## config.mk

```make
export PLATFORM = sky130hd
export DESIGN_NAME = truth_table_sweeper
export DESIGN_NICKNAME = d
export VERILOG_FILES = /design/src/rtl/truth_table_sweeper.sv
export SDC_FILE = /design/constraint.sdc
export NUM_CORES = 1
export LEC_CHECK = 0
export CORE_MARGIN = 8
export CORE_UTILIZATION = 55
export DETAILED_ROUTE_END_ITERATION = 8
export PLACE_DENSITY = 0.89
export RECOVER_POWER = 25
export SLEW_MARGIN = 30
export SYNTH_ARGS = -nofsm -noshare
export SYNTH_HDL_FRONTEND = slang
export SYNTH_SLANG_ARGS = --single-unit
```

## constraint.sdc

```tcl
create_clock -name clk -period 6.1 [get_ports clk]
set_input_delay 1.22 -clock clk [delete_from_list [all_inputs] [get_ports clk]]
set_output_delay 1.22 -clock clk [all_outputs]
set_load 0.01 [all_outputs]
```

## src/rtl/truth_table_sweeper.sv

```systemverilog
// rtl/truth_table_sweeper.sv - exhaustive truth-table sweep of a small combinational DUT
// Applies every input vector in ascending order and scores the settled response against EXPECT.
module truth_table_sweeper #(
  parameter int N_IN  = 4,
  parameter int N_OUT = 1,
  parameter int DWELL = 4,
  parameter logic [N_OUT*(2**N_IN)-1:0] EXPECT = 16'h8000
) (
  input  logic              clk,
  input  logic              rst,
  input  logic              start,
  input  logic [N_OUT-1:0]  resp,
  output logic [N_IN-1:0]   stim,
  output logic              busy,
  output logic              done,
  output logic              pass,
  output logic [N_IN:0]     err_count,
  output logic              first_err_valid,
  output logic [N_IN-1:0]   first_err_vec
);

  typedef enum logic [1:0] {IDLE, RUN, DONE} state_t;

  localparam logic [7:0]      DWELL_LAST = 8'(DWELL - 1);
  localparam logic [N_IN-1:0] VEC_LAST   = '1;

  state_t            state, state_nxt;
  logic [7:0]        dwell_cnt, dwell_nxt;
  logic [N_IN-1:0]   stim_nxt, first_err_vec_nxt;
  logic [N_IN:0]     err_count_nxt;
  logic              first_err_valid_nxt;
  logic [N_OUT-1:0]  exp_resp;
  logic              mismatch;

  assign exp_resp = EXPECT[stim*N_OUT +: N_OUT];
  assign mismatch = (resp != exp_resp);

  always_ff @(posedge clk or posedge rst) begin
    if (rst) begin
      state           <= IDLE;
      dwell_cnt       <= '0;
      stim            <= '0;
      err_count       <= '0;
      first_err_valid <= 1'b0;
      first_err_vec   <= '0;
    end else begin
      state           <= state_nxt;
      dwell_cnt       <= dwell_nxt;
      stim            <= stim_nxt;
      err_count       <= err_count_nxt;
      first_err_valid <= first_err_valid_nxt;
      first_err_vec   <= first_err_vec_nxt;
    end
  end

  always_comb begin
    state_nxt           = state;
    dwell_nxt           = dwell_cnt;
    stim_nxt            = stim;
    err_count_nxt       = err_count;
    first_err_valid_nxt = first_err_valid;
    first_err_vec_nxt   = first_err_vec;
    case (state)
      IDLE, DONE: begin
        if (start) begin
          state_nxt           = RUN;
          dwell_nxt           = '0;
          stim_nxt            = '0;
          err_count_nxt       = '0;
          first_err_valid_nxt = 1'b0;
          first_err_vec_nxt   = '0;
        end
      end
      RUN: begin
        // Only the last cycle of each dwell is scored; earlier cycles let the DUT settle.
        if (dwell_cnt == DWELL_LAST) begin
          dwell_nxt = '0;
          if (mismatch) begin
            err_count_nxt = err_count + (N_IN+1)'(1);
            if (!first_err_valid) begin
              first_err_valid_nxt = 1'b1;
              first_err_vec_nxt   = stim;
            end
          end
          if (stim == VEC_LAST) begin
            state_nxt = DONE;
            stim_nxt  = '0;
          end else begin
            stim_nxt = stim + N_IN'(1);
          end
        end else begin
          dwell_nxt = dwell_cnt + 8'd1;
        end
      end
      default: state_nxt = IDLE;
    endcase
  end

  assign busy = (state == RUN);
  assign done = (state == DONE);
  assign pass = done && (err_count == '0);

endmodule

```

==> results of run 1 <==
[worst paths after layout]
kind	from	endpoint	slack [ns]	cells past startpoint
max reg2reg	state[0]	stim[0]	3.80	5
min in group asynchronous	rst	first_err_vec[0]	1.52	2
min	dwell_cnt[1]	dwell_cnt[1]	0.57	1
min reg2reg	dwell_cnt[1]	dwell_cnt[1]	0.57	1
max	state[0]	busy	2.80	3
max in group asynchronous	rst	state[1]	4.01	2
[flip-flops by register name, summed over array words and instances, names as in the netlist]
name             cells
dwell_cnt            8
err_count            5
first_err_valid      1
first_err_vec        4
state                2
stim                 4
[Yosys cell counts (all sizes together) (2+ instances only)]
cell type / number / area [um^2]
dfrtp: 24 / 601
nor2: 9 / 33.8
nand2: 8 / 30.0
a21o: 7 / 52.6
nand3: 6 / 30.0
o21ai: 6 / 30.0
ha: 5 / 62.6
inv: 5 / 18.8
nand2b: 5 / 31.3
xor2: 5 / 43.8
o311a: 4 / 45.0
xnor2: 4 / 35.0
a2111oi: 3 / 26.3
a21oi: 3 / 15.0
clkbuf: 3 / 11.3
a211oi: 2 / 15.0
a31oi: 2 / 12.5
nor2b: 2 / 12.5
nor3: 2 / 10.0
nor3b: 2 / 15.0
o21a: 2 / 15.0
or4: 2 / 18.8
[layout make-up]
class / count / area, um^2 / share of cell area
Clock buffer: 4 / 36.3 / 0.0233
Inverter: 5 / 18.8 / 0.0121
Sequential cell: 24 / 601 / 0.386
Multi-Input combinational cell: 95 / 663 / 0.427
Tap cell: 28 / 35.0 / 0.0225
Timing Repair Buffer: 20 / 200 / 0.129
[per-layer routing]
| layer | part of all wire | vias to the layer above |
|---|---|---|
| li1 | - | 516 |
| met1 | 0.39 | 572 |
| met2 | 0.47 | 58 |
| met3 | 0.088 | 19 |
| met4 | 0.051 | 0 |
| met5 | 0 | - |
[power by group through the flow]
stage / Combinational [mW] / Sequential (mW) / Clock, mW
floorplan: 0.165 / 0.300 / 0
global placement: 0.291 / 0.292 / 0
detailed placement: 0.305 / 0.300 / 0
CTS: 0.306 / 0.297 / 0.0850
global route: 0.335 / 0.308 / 0.0915
finish: 0.304 / 0.301 / 0.0849
[per-stage QoR]
stage / cells / cell area, um^2 / utilization
2_1_floorplan: 128 / 1310 / -
3_3_place_gp: 172 / 1520 / 0.680
3_5_place_dp: 172 / 1520 / 0.680
4_1_cts: 176 / 1550 / 0.696
5_1_grt: 176 / 1550 / 0.696
6_report: 176 / 1550 / 0.696
[worst max-delay path: cells and delay by family (launching register included)]
kind	cells	cell delay, ns
simple gates	1	0.38
buf+inv	2	0.86
flops	1	0.51
[cell families after synthesis]
| kind of cell | after synthesis | share of synthesized area |
|---|---|---|
| XOR/XNOR | 9 | 0.0604 |
| adder cells (fa/ha/maj) | 5 | 0.0479 |
| multiplexers | 1 | 0.00863 |
| AND/OR/NAND/NOR | 43 | 0.178 |
| AO/OA/AOI/OAI | 37 | 0.213 |
| flip-flops | 24 | 0.460 |
| buffers and inverters | 9 | 0.0316 |
==> impl_metrics.yaml, run 1 <==
clock_network:
  cts_resized: 0
  cts_hold_buf: 0
  cts-root-buf: "clkbuf_4"
  cts_tree: "done"
  clock_path_buffers: 2
  cts_buffers: 3
  post_cts_buffers: 0
  path_clk_slew_ns: 0.14
  htreeDepth: 1
  cts_sinks: 24
  clkLatencyLatePin_ns: 0.32
final_layout:
  syn2layout_area_growth_pct: 19.1
  final_cell_mix: "dfrtp_1, clkdlybuf4s50_1, nor2_1, nand2_1, a21o_1"
  mostFrequentLayoutCell: "dfrtp_1"
  num_antenna_cells: 0
  drive_above_1_share: 0.0946
  nFillCells: 170
  nets: 158
detailed_routing:
  drtPass1Iterations: 4
  ant_nets: 0
  drt_iter0_markers: 67
  vias: 1165
  wl_per_cell_um: 18.4
  vias_per_cell: 6.62
  drc_errors: 0
  drt-total-wl_mm: 3.23
floorplanning:
  dieArea_um2: 4190
  initial_core_util: 0.584
  io_pins: 21
  die_w_um: 64.7
  die_h_um: 64.7
  core_area_um2: 2230
  rows: 17
placed_design:
  dp_hpwl_mm: 2.39
  portBuffers: 20
  gp_congestion: 0.870
  place_ws_ns: 2.96
setup_path:
  crit_type: "reg2out"
  slowest_delay_ns: 0.58
  cp-start-kind: "flop"
  critical_path_arrival_ns: 2.08
  crit_path_max_fanout: 14
  required_ns: 4.88
  crit_chain: "nand2b_1, inv_2, clkdlybuf4s50_1"
  endpoint_kind: "output port"
  cpMaxStageDelayCell: "clkdlybuf4s50_1"
synthesis:
  syn_inst: 128
  synth_warnings: 0
  synthFlopType: "dfrtp_1"
  synth_seq_cells: 24
  ys_async_sr_fraction: 1.00
  synth-edff-count: 0
  ys_types: 41
  synth_area_um2: 1310
  ys_seq_area_frac: 0.460
  syn_nets: 137
  avgSynthCellArea_um2: 10.2
timing:
  hold_ws_ns: 0.566
  slew_headroom: 0.384
  rsz0062_at_grt: "false"
  hold_viol_final: 0
  finalSetupTns_ns: 0
  skew_ns: 0.0115
  period_share: 0.540
  worstMarginPinSlew_ns: 0.924
  layout_setup_ws_ns: 2.80
  slew_violations: 0
  fmax_mhz: 303
  period_needed_ns: 3.30
  setup_viol_count_final: 0
power:
  comb_power_share: 0.441
  ir_drop_v: 0.000284
  seqPwrFrac: 0.436
  p_int_mw: 0.420
  power_frac_clock: 0.123
  switching_power_mw: 0.269
  finalPower_mw: 0.690
  p_per_area_nw_per_um2: 444
  switching_share: 0.390
  p_leak_nw: 0.713
global_routing:
  grt.busiest_layer: "met2"
  grt_usage: 0.163
  grt_pass1_vias: 1138
  use_met1: 0.175
  overflow: 0
  grt_pass1_wl_mm: 5.34
  grt_util_met2: 0.261
  grt_max_degree: 25
  met3_usage: 0.0533
  antenna_found_initial: 0
outcome:
  status: "finished clean"
flow_run:
  maxCapViolations: 0
hold_path:
  hold_class: "reg2reg"
Note: power is estimated with default switching activity, not from simulation.
==> inputs of run 2 (changes only) <==
- CORE_UTILIZATION: 55 -> 47
- PLACE_DENSITY: 0.89 -> 0.81
- clock period: 6.1 -> 2.8 ns (I/O delays scaled with it)
==> impl_metrics.yaml, run 2 (synthesis gave the netlist of run 1 again) <==
clock_network:
  post_cts_buffers: 0
  path_clk_slew_ns: 0.13
  clock_path_buffers: 2
  htreeDepth: 1
  cts_hold_buf: 0
  cts_sinks: 24
  cts_resized: 0
  cts_buffers: 3
  clkLatencyLatePin_ns: 0.33
  cts_tree: "done"
  cts-root-buf: "clkbuf_4"
setup_path:
  critical_path_arrival_ns: 1.94
  endpoint_kind: "output port"
  cp-start-kind: "flop"
  crit_type: "reg2out"
  crit_path_max_fanout: 10
  required_ns: 2.24
final_layout:
  multi_input_area_um2: 663
  largest_reg_flops: 8
  drive_above_1_share: 0.106
  nets: 161
  syn2layout_area_growth_pct: 22.1
  nFillCells: 220
  seq_area_um2: 601
  final_cells: 182
  num_antenna_cells: 0
  final_area_um2: 1590
  largest_register: "dwell_cnt"
  reg_top3: "dwell_cnt (8), err_count (5)"
  mostFrequentLayoutCell: "dfrtp_1"
  final_cell_mix: "dfrtp_1, clkdlybuf4s50_1, nor2_1, nand2_1, a21o_1"
floorplanning:
  die_h_um: 68.7
  initial_core_util: 0.486
  rows: 19
  dieArea_um2: 4720
  io_pins: 21
  core_area_um2: 2690
  die_w_um: 68.7
timing:
  slew_headroom: 0.134
  worstMarginPinSlew_ns: 1.30
  period_needed_ns: 2.50
  rsz0062_at_grt: "false"
  skew_ns: 0.0128
  hold_viol_final: 0
  setup_viol_count_final: 0
  fmax_mhz: 400
  slew_violations: 0
  finalSetupTns_ns: 0
  period_share: 0.894
detailed_routing:
  ant_nets: 0
  wl_per_cell_um: 16.3
  vias: 1069
  vias_per_cell: 5.87
  drt-total-wl_mm: 2.96
  drtPass1Iterations: 4
  drc_errors: 0
  drt_iter0_markers: 64
placed_design:
  placed_cell_area_um2: 1540
  portBuffers: 20
  placed_cells: 178
  dp_hpwl_mm: 2.19
  gp_congestion: 0.803
hold_path:
  hold_class: "reg2reg"
global_routing:
  antenna_found_initial: 0
  grt_usage: 0.139
  overflow: 0
  grt_pass1_vias: 1102
  grt_max_degree: 25
  grt_pass1_wl_mm: 5.17
power:
  p_leak_nw: 0.732
  p_per_area_nw_per_um2: 974
  ir_drop_v: 0.000558
outcome:
  status: "finished clean"
flow_run:
  maxCapViolations: 0
==> run 2: cell types whose count changed in the layout (fill, tap and decap cells not counted) <==
cell       before  now
buf_4           0    2
bufinv_16       0    1
clkbuf_1        0    1
clkbuf_8        1    0
==> run 2: layout make-up <==
cell class / instances / share of cell area
multi-input cells: 95 / 0.416
flip-flops and latches: 24 / 0.377
repair buffers: 23 / 0.137
well taps: 31 / 0.0244
clock inverters: 1 / 0.0189
clock buffers: 3 / 0.0141
inverters: 5 / 0.0118
==> run 2: power by group <==
group	switching [mW]	internal (mW)	leakage, nW	total [mW]
clock	0.110	0.145	0.0279	0.255
combinational	0.291	0.362	0.401	0.653
sequential	0.163	0.480	0.303	0.643
total	0.564	0.987	0.732	1.55
==> run 2: per-stage QoR <==
stage / hold WS (ns) / power [mW] / worst slack, ns / util
after CTS: 0.551 / 1.57 / 0.265 / 0.594
after detailed placement: 0.523 / 1.30 / 0.493 / 0.575
after global routing: 0.595 / 1.67 / 0.228 / 0.593
after floorplan: 0.489 / 1.01 / 0.729 / -
final: 0.563 / 1.55 / 0.298 / 0.593
after global placement: 0.516 / 1.28 / 0.526 / 0.575
==> run 2: path summary, 6_finish.rpt <==
kind                              start               end  slack, ns  cells after the start
max                            state[0]              pass       0.30                      3
min                        dwell_cnt[1]      dwell_cnt[1]       0.56                      1
max reg2reg                     stim[0]  first_err_vec[2]       0.61                      6
min reg2reg                dwell_cnt[1]      dwell_cnt[1]       0.56                      1
max in group asynchronous           rst      dwell_cnt[2]       0.96                      3
min in group asynchronous           rst           stim[1]       1.08                      3
==> run 2: layer usage <==
| metal | GRT usage | part of all wire | up-vias |
|---|---|---|---|
| met5 | 0 | 0 | - |
| met4 | 0.0476 | 0.0074 | 0 |
| met3 | 0.0210 | 0.029 | 2 |
| met2 | 0.239 | 0.49 | 17 |
| met1 | 0.174 | 0.47 | 532 |
| li1 | - | - | 518 |
==> run 2: worst max-delay path: stages, from the launching register on <==
cell             delay [ns]
dfrtp_1                0.50
nand2b_1               0.24
nor4_1                 0.29
clkdlybuf4s50_1        0.60
==> inputs of run 3 (changes only) <==
- GPL_ROUTABILITY_DRIVEN: default -> 0
==> results of run 3 <==
No change in the layout: final DEF, timing and power equal those of run 2.
==> edit 1 (config.mk and constraints of run 3) <==
Register the inputs `start` and `resp` before use, without a reset. The logic sees them one clock later.
--- a/src/rtl/truth_table_sweeper.sv
+++ b/src/rtl/truth_table_sweeper.sv
@@ -24,6 +24,14 @@
   localparam logic [7:0]      DWELL_LAST = 8'(DWELL - 1);
   localparam logic [N_IN-1:0] VEC_LAST   = '1;
 
+  logic start_q;
+  logic [N_OUT-1:0] resp_q;
+
+  always_ff @(posedge clk) begin
+    start_q <= start;
+    resp_q  <= resp;
+  end
+
   state_t            state, state_nxt;
   logic [7:0]        dwell_cnt, dwell_nxt;
   logic [N_IN-1:0]   stim_nxt, first_err_vec_nxt;
@@ -33,7 +41,7 @@
   logic              mismatch;
 
   assign exp_resp = EXPECT[stim*N_OUT +: N_OUT];
-  assign mismatch = (resp != exp_resp);
+  assign mismatch = (resp_q != exp_resp);
 
   always_ff @(posedge clk or posedge rst) begin
     if (rst) begin
@@ -62,7 +70,7 @@
     first_err_vec_nxt   = first_err_vec;
     case (state)
       IDLE, DONE: begin
-        if (start) begin
+        if (start_q) begin
           state_nxt           = RUN;
           dwell_nxt           = '0;
           stim_nxt            = '0;
Check against the original RTL: not equivalent (a bounded check fails within 4 cycles, from zero or initial values and one cycle with rst high).
==> edit 1 against run 3 <==
- synthesized cell count increased by 1.6%
- sequential power decreased by 1%
- global-route usage decreased by 0.74 points
- setup slack got worse by 0.068 ns
- routed wire length up 3.9%
- die area grew 2.9%
- final cell count is 0.55% higher
- final area rose by 1.2%
- critical path depth grew 1
- largest power group is now registers
- total power decreased by 11%
- area after synthesis rose by 3.7%
- sequential cell count rose by 2
- combinational power decreased by 11%
==> edit 1: results (changes against run 3) <==
[cts]
insertion_delay_ns = 0.32
root_buffer = clkbuf_4  ; unchanged
cts_resized = 0  ; unchanged
cts_setup_buffers = 0  ; unchanged
path_clk_slew_ns = 0.13  ; about the same
h-tree-depth = 1  ; unchanged
cts_buffer_depth = 2  ; unchanged

[global_routing]
grt_pass1_wl_um = 5361  ; was 5168 µm
grt_use_total = 0.1319  ; was 0.1393
grt_max_degree = 25  ; unchanged
antenna_found_initial = 0  ; unchanged
grt_pass1_vias = 1181  ; was 1102

[yosys]
yosys_warnings = 0  ; unchanged
ys_seq_area_frac = 0.4732  ; was 0.4602
synthTopCellsByCount = dfrtp_1 (24), nand2_1 (13), nor2_1 (8), inv_1 (6)  ; was dfrtp_1 (24), nor2_1 (9), nand2_1 (8), a21o_1 (7)
ys_top_cells_by_area = dfrtp_1 (44%), a2111oi_2 (5.5%), ha_1 (4.6%), nand2_1 (3.6%), a22o_1 (3.2%)  ; was dfrtp_1 (46%), ha_1 (4.8%), a21o_1 (4.0%), o311a_2 (3.5%), xor2_1 (3.4%)
synth_cell_types = 41  ; unchanged
synth_edf_count = 0  ; unchanged
syn_avg_cell_area_um2 = 10.41  ; was 10.20 µm²
synth_nets = 139  ; was 137
async_reset_ff_frac = 0.9231  ; was 1.000

[routing]
wl_met1_um = 1281  ; was 1394 µm
wl_met2_um = 1585  ; was 1456 µm
dr.pass1.iters = 4  ; unchanged
top_layer = met4  ; unchanged
routedWlPerCell_um = 16.80  ; was 16.26 µm
vias_per_cell = 6.175  ; was 5.874
wl_met3_um = 135  ; was 87 µm
drtIter0Drc = 43  ; was 64
vias = 1130  ; was 1069

[sta]
finClkSkew_ns = 0.001778  ; was 0.01282 ns
slew_headroom = 0.1440  ; was 0.1344
fin_ws_ns = 0.2301  ; was 0.2981 ns
hold_ws_ns = 0.5283  ; was 0.5629 ns

[setup_path]
r2r-start = state[1]  ; was stim[0]
worstSetupEndpoint = pass  ; unchanged
worstRegToRegCells = 4  ; was 6
crit_path_top_delay_cell = clkdlybuf4s50_1  ; unchanged
cp_max_fo = 7  ; was 10
cp.arrival_ns = 2.01  ; was 1.94 ns
rrSetupSlack_ns = 0.60
cpPeakStageDelay_ns = 0.63  ; was 0.60 ns
crit_start = state[0]  ; unchanged
timing.rr.end = stim[3]  ; was first_err_vec[2]

[power_and_ir_drop]
p_int_mw = 0.8411  ; was 0.9870 mW
leakage_nw = 0.6578  ; was 0.7320 nW
ir_drop_uv = 532.7  ; was 558.0 µV

[cells_and_area]
nets = 163  ; was 161
largest_registers = dwell_cnt: 8 flops, err_count: 5 flops  ; unchanged
diodes = 0  ; unchanged
drive_gt1_frac = 0.07895  ; was 0.1060

[place]
dp_slack_ns = 0.6548  ; was 0.4930 ns
placed_cell_area_um2 = 1593  ; was 1544 µm²
place_inst = 180  ; was 178
dp_hpwl_um = 2345  ; was 2191 µm

[flow_run]
max_cap_viol_count = 0  ; unchanged

[run_status]
status = finished, final reports clean  ; unchanged

[hold_path]
worstHoldStart = first_err_vec[2]  ; was dwell_cnt[1]
hold_end = first_err_vec[2]  ; was dwell_cnt[1]

-- edit 1: cell count changes after synthesis, moves of 4 or more --
| cell | before | now |
|---|---|---|
| a22o_1 | 1 | 5 |
| o311a_2 | 4 | 0 |
| a21o_1 | 7 | 0 |
| nand2_1 | 8 | 13 |
| a2111oi_2 | 0 | 5 |
| nand3_1 | 6 | 2 |
| o21ai_1 | 0 | 4 |
-- edit 1: critical path, delay by kind of cell, from the launching register on --
| family | cells | cell delay, ns |
|---|---|---|
| buffers and inverters | 2 | 0.81 |
| and+or+nand+nor | 2 | 0.44 |
| DFF | 1 | 0.44 |
-- edit 1: logic make-up after synthesis --
| family | Yosys count | synth area share |
|---|---|---|
| muxes | 2 | 0.01571 |
| and+or+nand+nor | 44 | 0.1775 |
| AOI/OAI and AO/OA | 38 | 0.2200 |
| xor gates and xnor gates | 7 | 0.04529 |
| buffers and inverters | 8 | 0.02218 |
| DFF | 26 | 0.4732 |
| adders and majority gates | 5 | 0.04621 |
-- edit 1: layer usage --
metal / track usage / vias up
li1: - / 530
met1: 0.1445 / 562
met2: 0.2357 / 31
met3: 0.02861 / 7
met4: 0.06027 / 0
met5: 0 / -
-- edit 1: power groups by stage --
stage / registers [mW] / logic [mW] / clock network, mW
after detailed placement: 0.644 / 0.588 / 0
after floorplan: 0.644 / 0.329 / 0
final: 0.635 / 0.584 / 0.161
after CTS: 0.635 / 0.592 / 0.164
after global routing: 0.657 / 0.659 / 0.176
after global placement: 0.635 / 0.568 / 0
-- edit 1: cell type report --
class | count | area (µm²)
fillers | 232 | 1146
multi-input cells | 96 | 683.2
flip-flops and latches | 26 | 640.6
repair buffers | 21 | 203.9
well taps | 31 | 38.79
clock buffers | 3 | 22.52
inverters | 6 | 22.52
==> edit 2 (flow settings as in run 3) <==
Without the edit above. `N_OUT`: 1 -> 2.
--- a/src/rtl/truth_table_sweeper.sv
+++ b/src/rtl/truth_table_sweeper.sv
@@ -2,7 +2,7 @@
 // Applies every input vector in ascending order and scores the settled response against EXPECT.
 module truth_table_sweeper #(
   parameter int N_IN  = 4,
-  parameter int N_OUT = 1,
+  parameter int N_OUT = 2,
   parameter int DWELL = 4,
   parameter logic [N_OUT*(2**N_IN)-1:0] EXPECT = 16'h8000
 ) (
Interface: changed (resized resp); port bits go from 21 to 22. The function was not compared with the original's and may differ.
==> edit 2 against run 3 <==
- area after synthesis increased by 6.1%
- worst hold slack got worse by 0.037 ns
- total power is 6.8% lower
- sequential cell count unchanged
- global-route usage down 0.72 points
- core utilization is 1.4 points lower
- synthesized cell count is 13% higher
- die area is 4.7% higher
- non-clock buffer count stayed put
- final area rose by 1.0%
- critical path type unchanged
- routed wire length up 6.7%
- setup slack better by 0.11 ns
- clock power fell by 28%
- largest power group unchanged
==> edit 2: results (changes against run 3) <==
[power_and_ir_drop]
ir_drop_uv = 569.8  ; was 558.0 µV
pg_seq_mw = 0.614  ; was 0.643 mW
pwr-share-clk = 0.128  ; was 0.164
sw_frac_of_total = 0.3919  ; was 0.3636
leakage_nw = 0.6858  ; was 0.7320 nW

[yosys]
synth_cell_types = 38  ; was 41
ys_seq_area_frac = 0.4336  ; was 0.4602
syn_avg_cell_area_um2 = 9.552  ; was 10.20 µm²
synth_nets = 155  ; was 137
synthTopCellsByCount = dfrtp_1 (24), nand2_1 (15), nor2_1 (9), a31oi_1 (8)  ; was dfrtp_1 (24), nor2_1 (9), nand2_1 (8), a21o_1 (7)
ys_top_cells_by_area = dfrtp_1 (43%), ha_1 (4.5%), nand2_1 (4.1%), a31oi_1 (3.6%), xor2_1 (3.2%)  ; was dfrtp_1 (46%), ha_1 (4.8%), a21o_1 (4.0%), o311a_2 (3.5%), xor2_1 (3.4%)

[setup_path]
rrSetupSlack_ns = 0.67  ; was 0.61 ns
cp_max_fo = 5  ; was 10
cp.arrival_ns = 1.83  ; was 1.94 ns

[routing]
routedWlPerCell_um = 16.20  ; was 16.26 µm
drtIter0Drc = 161  ; was 64
vias = 1207  ; was 1069

[cells_and_area]
clock_cell_area_share = 0.02255  ; was 0.03299
clock_buffers = 4  ; was 3
seq-cell-share = 0.3733  ; was 0.3771
nets = 175  ; was 161
nNonClkInverters = 7  ; was 5
multi_input_cells = 106  ; was 95
nFillCells = 235  ; was 220
multi_input_area_um2 = 685.7  ; was 663.1 µm²
nonClkBufAreaFrac = 0.1376  ; was 0.1375
drive_gt1_frac = 0.08537  ; was 0.1060

[cts]
cts_setup_buffers = 0  ; unchanged
h-tree-depth = 1  ; unchanged
root_buffer = clkbuf_4  ; unchanged
cts_buffers = 3  ; unchanged
path_clk_slew_ns = 0.13  ; about the same
insertion_delay_ns = 0.31  ; was 0.33 ns

[run_status]
status = finished, final reports clean  ; unchanged

[place]
dp_hpwl_um = 2245  ; was 2191 µm
place_inst = 191  ; was 178
portBuffers = 21  ; was 20

[global_routing]
grtUsageMet3 = 0.02966  ; was 0.02100
grt_use_total = 0.1322  ; was 0.1393
grt_util_met2 = 0.2052  ; was 0.2393
grt_pass1_wl_um = 5623  ; was 5168 µm
grtUsageMet1 = 0.1674  ; was 0.1742

[sta]
worstMarginPinSlew_ns = 1.304  ; was 1.298 ns
finClkSkew_ns = 0.001725  ; was 0.01282 ns

-- edit 2: cell count changes after synthesis, moves of 4 or more --
cell | run 3 | this run
a21o_1 | 7 | 0
nand2_1 | 8 | 15
a31oi_1 | 2 | 8
a31o_2 | 0 | 4
o311a_2 | 4 | 0
xnor2_1 | 4 | 0
-- edit 2: layer usage --
layer  vias up  wire length, µm
li1        576                -
met3         5              184
met5         -                0
met2        44             1566
met1       582             1373
met4         0               36
-- edit 2: logic make-up after synthesis --
| family | synth area share |
|---|---|
| flops | 0.4336 |
| simple gates | 0.2078 |
| xor+xnor | 0.03162 |
| fa+ha+maj | 0.04517 |
| buf+inv | 0.07136 |
| compound gates | 0.2105 |
-- edit 2: worst paths after layout --
path                              start               end  cells after the start
max in group asynchronous           rst  first_err_vec[3]                      3
min in group asynchronous           rst      dwell_cnt[3]                      3
hold / removal             dwell_cnt[0]      dwell_cnt[0]                      1
setup reg to reg               state[0]      err_count[1]                      6
setup / recovery           err_count[1]              pass                      5
hold reg to reg            dwell_cnt[0]      dwell_cnt[0]                      1
-- edit 2: critical path: stages (launching register included) --
cell	delay (ns)
dfrtp_1	0.45
inv_1	0.10
ha_1	0.15
nand2b_1	0.06
nor4_1	0.17
clkdlybuf4s50_1	0.59
-- edit 2: through the flow --
step                      area, µm²  worst slack [ns]  hold WS, ns  power, mW  utilization
after detailed placement       1577            0.4263       0.5138      1.265       0.5668
final                          1609            0.4059       0.5262      1.446       0.5785
after global placement         1577            0.4799       0.5039      1.243       0.5668
after floorplan                1385             1.094       0.4768      1.019            -
after CTS                      1613            0.4110       0.5363      1.452       0.5798
after global routing           1609            0.2729       0.5552      1.568       0.5785
